[config.mk]
export PLATFORM = sky130hd
export DESIGN_NAME = seg7_display_ctrl_flat
export DESIGN_NICKNAME = d
export VERILOG_FILES = /design/src/rtl/seg7_display_ctrl_if.sv /design/src/rtl/seg7_display_ctrl.sv /design/src/flat_wrapper.sv
export SDC_FILE = /design/constraint.sdc
export NUM_CORES = 1
export LEC_CHECK = 0
export CAP_MARGIN = 20
export CORE_MARGIN = 2
export CORE_UTILIZATION = 40
export DETAILED_ROUTE_END_ITERATION = 8
export PLACE_DENSITY_LB_ADDON = 0.1
export SLEW_MARGIN = 15
export SYNTH_ARGS = -nofsm -noshare
export SYNTH_HDL_FRONTEND = slang
export SYNTH_SLANG_ARGS = --single-unit
[constraint.sdc]
create_clock -name clk_i -period 3.9 [get_ports clk_i]
set_input_delay 0.39 -clock clk_i [delete_from_list [all_inputs] [get_ports clk_i]]
set_output_delay 0.39 -clock clk_i [all_outputs]
set_load 0.05 [all_outputs]
[src/rtl/seg7_display_ctrl_if.sv]
// rtl/seg7_display_ctrl_if.sv - control/status and pin bundle for the 7-segment display controller
interface seg7_display_ctrl_if #(
    parameter int NUM_DIGITS = 8,
    parameter int BIN_WIDTH  = 16
);
    logic                  load;
    logic [BIN_WIDTH-1:0]  value;
    logic                  enable;
    logic                  busy;
    logic                  done;
    logic                  overflow;
    logic [6:0]            seg;
    logic [NUM_DIGITS-1:0] an;

    modport master (
        output load, value, enable,
        input  busy, done, overflow, seg, an
    );

    modport slave (
        input  load, value, enable,
        output busy, done, overflow, seg, an
    );
endinterface

[src/rtl/seg7_display_ctrl.sv]
// rtl/seg7_display_ctrl.sv - multiplexed N-digit 7-segment driver with iterative binary-to-BCD
module seg7_display_ctrl #(
    parameter int NUM_DIGITS   = 8,
    parameter int BIN_WIDTH    = 16,
    parameter int REFRESH_BITS = 17,
    parameter int BLANK_LZ     = 1
) (
    input  logic                clk_i,
    input  logic                rst_i,
    seg7_display_ctrl_if.slave  disp
);
    localparam int STORE_W = 4 * NUM_DIGITS;
    // One extra nibble above the displayed digits catches values too big to show.
    localparam int SCR_W   = 4 * (NUM_DIGITS + 1);
    localparam int IDX_W   = (NUM_DIGITS > 1) ? $clog2(NUM_DIGITS) : 1;
    localparam int CNT_W   = (BIN_WIDTH > 1) ? $clog2(BIN_WIDTH) : 1;

    localparam logic [6:0] SEG_OFF  = 7'b1111111;
    localparam logic [6:0] SEG_DASH = 7'b0111111;

    typedef enum logic [1:0] {
        S_IDLE,
        S_CONV,
        S_COMMIT
    } state_t;

    state_t                  state_q;
    logic [BIN_WIDTH-1:0]    shift_q;
    logic [SCR_W-1:0]        scratch_q;
    logic [SCR_W-1:0]        scratch_adj;
    logic [SCR_W-1:0]        scratch_d;
    logic                    carry_out;
    logic                    sticky_q;
    logic [CNT_W-1:0]        bit_cnt_q;
    logic [STORE_W-1:0]      store_q;
    logic                    ovf_q;
    logic                    busy_q;
    logic                    done_q;

    logic [REFRESH_BITS-1:0] dwell_q;
    logic [IDX_W-1:0]        idx_q;
    logic [IDX_W-1:0]        idx_d;
    logic [NUM_DIGITS-1:0]   upper_nz;
    logic                    nz_acc;
    logic [3:0]              digit_sel;
    logic                    blank;
    logic [6:0]              seg_q;
    logic [6:0]              seg_d;
    logic [NUM_DIGITS-1:0]   an_q;
    logic [NUM_DIGITS-1:0]   an_d;

    function automatic logic [6:0] decode(input logic [3:0] d);
        case (d)
            4'd0:    decode = 7'b1000000;
            4'd1:    decode = 7'b1111001;
            4'd2:    decode = 7'b0100100;
            4'd3:    decode = 7'b0110000;
            4'd4:    decode = 7'b0011001;
            4'd5:    decode = 7'b0010010;
            4'd6:    decode = 7'b0000010;
            4'd7:    decode = 7'b1111000;
            4'd8:    decode = 7'b0000000;
            4'd9:    decode = 7'b0010000;
            default: decode = SEG_OFF;
        endcase
    endfunction

    // One double-dabble step: correct every nibble >= 5, then shift in the next binary bit.
    always_comb begin
        scratch_adj = scratch_q;
        for (int n = 0; n <= NUM_DIGITS; n++) begin
            if (scratch_q[4*n +: 4] >= 4'd5) begin
                scratch_adj[4*n +: 4] = scratch_q[4*n +: 4] + 4'd3;
            end
        end
        scratch_d = {scratch_adj[SCR_W-2:0], shift_q[BIN_WIDTH-1]};
        carry_out = scratch_adj[SCR_W-1];
    end

    // Conversion FSM; the display store only changes in COMMIT so the old value stays visible.
    always_ff @(posedge clk_i or posedge rst_i) begin
        if (rst_i) begin
            state_q   <= S_IDLE;
            shift_q   <= '0;
            scratch_q <= '0;
            sticky_q  <= 1'b0;
            bit_cnt_q <= '0;
            store_q   <= '0;
            ovf_q     <= 1'b0;
            busy_q    <= 1'b0;
            done_q    <= 1'b0;
        end else begin
            done_q <= 1'b0;
            case (state_q)
                S_IDLE: begin
                    if (disp.load) begin
                        shift_q   <= disp.value;
                        scratch_q <= '0;
                        sticky_q  <= 1'b0;
                        bit_cnt_q <= CNT_W'(BIN_WIDTH - 1);
                        busy_q    <= 1'b1;
                        state_q   <= S_CONV;
                    end
                end
                S_CONV: begin
                    shift_q   <= shift_q << 1;
                    scratch_q <= scratch_d;
                    // A bit falling off the top means the value outgrew even the spare nibble.
                    sticky_q  <= sticky_q | carry_out;
                    if (bit_cnt_q == '0) begin
                        state_q <= S_COMMIT;
                    end else begin
                        bit_cnt_q <= bit_cnt_q - 1'b1;
                    end
                end
                S_COMMIT: begin
                    store_q <= scratch_q[STORE_W-1:0];
                    ovf_q   <= sticky_q | (scratch_q[SCR_W-1 -: 4] != 4'd0);
                    done_q  <= 1'b1;
                    busy_q  <= 1'b0;
                    state_q <= S_IDLE;
                end
                default: begin
                    state_q <= S_IDLE;
                    busy_q  <= 1'b0;
                end
            endcase
        end
    end

    // Next scan slot, leading-zero mask and segment pattern for the digit about to be driven.
    always_comb begin
        idx_d = idx_q;
        if (&dwell_q) begin
            idx_d = (idx_q == IDX_W'(NUM_DIGITS - 1)) ? '0 : idx_q + 1'b1;
        end
        nz_acc   = 1'b0;
        upper_nz = '0;
        for (int i = NUM_DIGITS - 1; i >= 0; i--) begin
            nz_acc      = nz_acc | (store_q[4*i +: 4] != 4'd0);
            upper_nz[i] = nz_acc;
        end
        digit_sel = store_q[4*int'(idx_d) +: 4];
        blank     = (BLANK_LZ != 0) && (idx_d != '0) && !upper_nz[idx_d];
        if (ovf_q) begin
            seg_d = SEG_DASH;
        end else if (blank) begin
            seg_d = SEG_OFF;
        end else begin
            seg_d = decode(digit_sel);
        end
        an_d = disp.enable ? ~(NUM_DIGITS'(1) << idx_d) : '1;
    end

    // Free-running dwell counter and registered digit/anode outputs; scan continues while dark.
    always_ff @(posedge clk_i or posedge rst_i) begin
        if (rst_i) begin
            dwell_q <= '0;
            idx_q   <= '0;
            seg_q   <= SEG_OFF;
            an_q    <= '1;
        end else begin
            dwell_q <= dwell_q + 1'b1;
            idx_q   <= idx_d;
            seg_q   <= seg_d;
            an_q    <= an_d;
        end
    end

    assign disp.busy     = busy_q;
    assign disp.done     = done_q;
    assign disp.overflow = ovf_q;
    assign disp.seg      = seg_q;
    assign disp.an       = an_q;
endmodule

[src/flat_wrapper.sv]
// flat-port wrapper written by rule: the top's interface ports become plain ports
module seg7_display_ctrl_flat 
#(
    parameter int NUM_DIGITS   = 8,
    parameter int BIN_WIDTH    = 16,
    parameter int REFRESH_BITS = 17,
    parameter int BLANK_LZ     = 1
)
  (clk_i, rst_i, disp_load, disp_value, disp_enable, disp_busy, disp_done, disp_overflow, disp_seg, disp_an);
  seg7_display_ctrl_if #(.NUM_DIGITS(NUM_DIGITS), .BIN_WIDTH(BIN_WIDTH)) disp_i ();
  input  logic clk_i;
  input  logic rst_i;
  input wire logic [$bits(disp_i.load)-1:0] disp_load;
  input wire logic [$bits(disp_i.value)-1:0] disp_value;
  input wire logic [$bits(disp_i.enable)-1:0] disp_enable;
  output wire logic [$bits(disp_i.busy)-1:0] disp_busy;
  output wire logic [$bits(disp_i.done)-1:0] disp_done;
  output wire logic [$bits(disp_i.overflow)-1:0] disp_overflow;
  output wire logic [$bits(disp_i.seg)-1:0] disp_seg;
  output wire logic [$bits(disp_i.an)-1:0] disp_an;
  assign disp_i.load = disp_load;
  assign disp_i.value = disp_value;
  assign disp_i.enable = disp_enable;
  assign disp_busy = disp_i.busy;
  assign disp_done = disp_i.done;
  assign disp_overflow = disp_i.overflow;
  assign disp_seg = disp_i.seg;
  assign disp_an = disp_i.an;
  seg7_display_ctrl #(.NUM_DIGITS(NUM_DIGITS), .BIN_WIDTH(BIN_WIDTH), .REFRESH_BITS(REFRESH_BITS), .BLANK_LZ(BLANK_LZ)) u_core (.clk_i(clk_i), .rst_i(rst_i), .disp(disp_i));
endmodule
==> results.sh <==
export IMPL_status="finished, final reports clean"
export IMPL_viasPerCell=5.47
export IMPL_crit_required_ps=4220
export IMPL_period_share_pct=89.3
export IMPL_arrival_ps=3800
export IMPL_design_area_um2=7660
export IMPL_drt_antenna_violating_nets=0
export IMPL_grt_overflow_total=0
export IMPL_fin_crit_ps=3480
export IMPL_critPathLaunchType="flop"
export IMPL_utilization_pct=48.2
export IMPL_drc=0
export IMPL_die_w_um=132
export IMPL_cts_max_level=4
export IMPL_firstDrtPassIters=4
export IMPL_syn2layout_area_growth_pct=17.6
export IMPL_diodes=0
export IMPL_antenna_found_initial=0
export IMPL_coreArea_um2=15900
export IMPL_ys_warnings_count=0
export IMPL_cts_tree="built"
export IMPL_crit_path_start="u_core.dwell_q[0]$_DFF_PP0_"
export IMPL_drv_cap=0
export IMPL_synthDistinctLibCells=59
export IMPL_rsz0062_at_grt="no"
export IMPL_rows=46
export IMPL_synth_edff_count=0
export IMPL_syn_instance_count=634
export IMPL_ys_ff_latch=129
export IMPL_numCtsBuffers=17
export IMPL_final_hold_viol_count=0
export IMPL_fin_worst_skew_ps=6.46
export IMPL_root_buffer="clkbuf_16"
export IMPL_clk_pin_slew_worst_paths_ps=50
export IMPL_syn_area_um2=6510
export IMPL_maxSlewViolCount=0
export IMPL_placement_io_buffers=37
export IMPL_wl_per_cell_um=16.3
export IMPL_worstMarginPinSlew_ps=823
export IMPL_critPathKind="reg -> reg"
export IMPL_fin_tns_setup_ps=0
export IMPL_synth_seq_area_share_pct=49.8
export IMPL_grt_max_degree=79
export IMPL_dp_hpwl_um=10000
export IMPL_clk_latency_ps=420
export IMPL_relSlewSlack_pct=45.1
export IMPL_cts_max_path_buffers=2
export IMPL_path_max_fanout=10
export IMPL_hold_path_class="in -> async"
export IMPL_gp_congestion=0.818
export IMPL_grt_use_total_pct=17.6
export IMPL_fin_nets=717
export IMPL_drt_initial_drc_count=353
export IMPL_route_vias_total=4917
export IMPL_grt_pass1_vias=4827
export IMPL_vdd_drop_max_v=0.000344
export IMPL_die_h_um=132
export IMPL_drive_above_1_share_pct=12.4
export IMPL_initial_core_util_pct=41.0
export IMPL_synth_main_ff_cell="dfrtp_1"
export IMPL_final_common_cell="dfrtp_1"
export IMPL_syn_avg_cell_area_um2=10.3
export IMPL_power_density_nw_per_um2=746
export IMPL_setup_viol=0
export IMPL_fmax_mhz=287
export IMPL_ios=38
export IMPL_routed_wl_um=14600
export IMPL_place_area_um2=7090
export IMPL_endpoint_kind="flop"
export IMPL_clock_sinks=129
export IMPL_r2r_start="u_core.dwell_q[0]$_DFF_PP0_"
export IMPL_layout_common_cells="dfrtp_1 (114), o21ai_0 (64), nand2_1 (45), a21oi_1 (45), clkdlybuf4s50_1 (37)"
export IMPL_die_area_um2=17300
export IMPL_leakage_nw=3.32
export IMPL_synthArstFlopShare_pct=100
export IMPL_grt_pass1_wl_um=24400
export IMPL_r2r_setup_slack_ps=420
export IMPL_synth_fp_nets=681
[cell type report]
cell class                      instances  area [um^2]
Fill cell                            1502         8220
Inverter                               35          134
Sequential cell                       129         3250
Timing Repair Buffer                   48          465
Tap cell                              216          270
Multi-Input combinational cell        439         2990
Clock buffer                           32          552
[metrics by stage]
step	setup WS, ps	power, mW	cells	hold slack (ps)
global route	97.6	6.14	899	341
floorplan	93.8	3.66	634	436
detailed placement	328	4.25	865	460
finish	418	5.71	899	307
CTS	319	5.76	897	319
global placement	451	4.18	865	451
[final timing paths]
check | end | cells past startpoint
worst min-delay path | u_core.scratch_q[3]$_DFFE_PP0P_ | 2
worst max register to register | u_core.disp.seg[5]$_DFF_PP1_ | 14
min in group clk_i | u_core.dwell_q[9]$_DFF_PP0_ | 1
worst min register to register | u_core.dwell_q[9]$_DFF_PP0_ | 1
max in group asynchronous | u_core.disp.seg[1]$_DFF_PP1_ | 3
worst max-delay path | u_core.disp.seg[5]$_DFF_PP1_ | 14
[cell families (layout without fill, tap and decap cells)]
logic type	Yosys count	count (layout)	share of synthesized area, %
compound gates	201	201	19.9
xor+xnor	29	29	3.90
fa+ha+maj	27	27	5.19
buf+inv	66	115	4.26
flops	129	129	49.8
mux	23	23	4.07
simple gates	159	159	12.9
[critical path, cell delays in order, from the launching register on]
cell and delay, ps:
dfrtp_1 380, ha_1 220, and4_1 310, nand4_1 120, nor2_1 120, ha_2 310
or4b_4 520, o221ai_1 240, a31oi_1 90, o21bai_1 150, a32o_2 260, inv_2 90
ha_1 190, nor3_1 270, o21ai_1 100
[state kept, by name, indices dropped and copies added, names as in the netlist]
| name | cells |
|---|---|
| u_core.disp.done | 1 |
| u_core.sticky_q | 1 |
| u_core.state_q | 2 |
| u_core.dwell_q | 17 |
| u_core.disp.an | 8 |
| u_core.bit_cnt_q | 4 |
| u_core.idx_q | 3 |
| u_core.disp.seg | 7 |
| u_core.scratch_q | 36 |
| u_core.disp.busy | 1 |
| u_core.store_q | 32 |
| u_core.disp.overflow | 1 |
| u_core.shift_q | 16 |
[what timing repair did]
action,CTS,global route
buffers inserted,0,2
hold buffers,0,0
gates resized for setup,0,1
endpoints found under the setup margin,0,4
[report_power, final]
part | leakage, nW | internal (mW) | switching [mW] | total (mW)
registers | 1.65 | 1.77 | 0.415 | 2.19
logic | 1.39 | 0.869 | 1.18 | 2.05
clock network | 0.269 | 0.933 | 0.541 | 1.47
[synthesized netlist by cell type, drive strengths merged (5+ instances only)]
master  number  area share, %
a21oi       45            3.5
a22oi       16            1.8
a31oi        6           0.81
a32o        10            1.6
and3         5           0.48
buf          6           0.81
clkbuf      25            1.4
dfrtp      114             44
dfstp       15            6.1
ha          27            5.2
inv         35            2.0
mux2        18            3.1
mux2i        5           0.96
nand2       45            2.6
nand2b      13            1.2
nand3       18            1.4
nand4        8           0.77
nor2        22            1.3
nor2b       19            1.8
nor3         5           0.38
nor4         8           0.77
o211ai       5           0.58
o21ai       66            5.1
o22ai       16            1.5
o31ai       13            1.5
o32ai        5           0.67
xnor2       21            2.8
xor2         8            1.1
[per-layer routing]
metal  share of wire, %  up-vias  global-route usage [%]
met2                 45      123                    26.9
met4                2.2        0                    8.21
met1                 47     2393                    23.5
li1                   -     2373                       -
met5                  0        -                       0
met3                5.2       28                    4.55
Power figures use the tool's default switching activity.
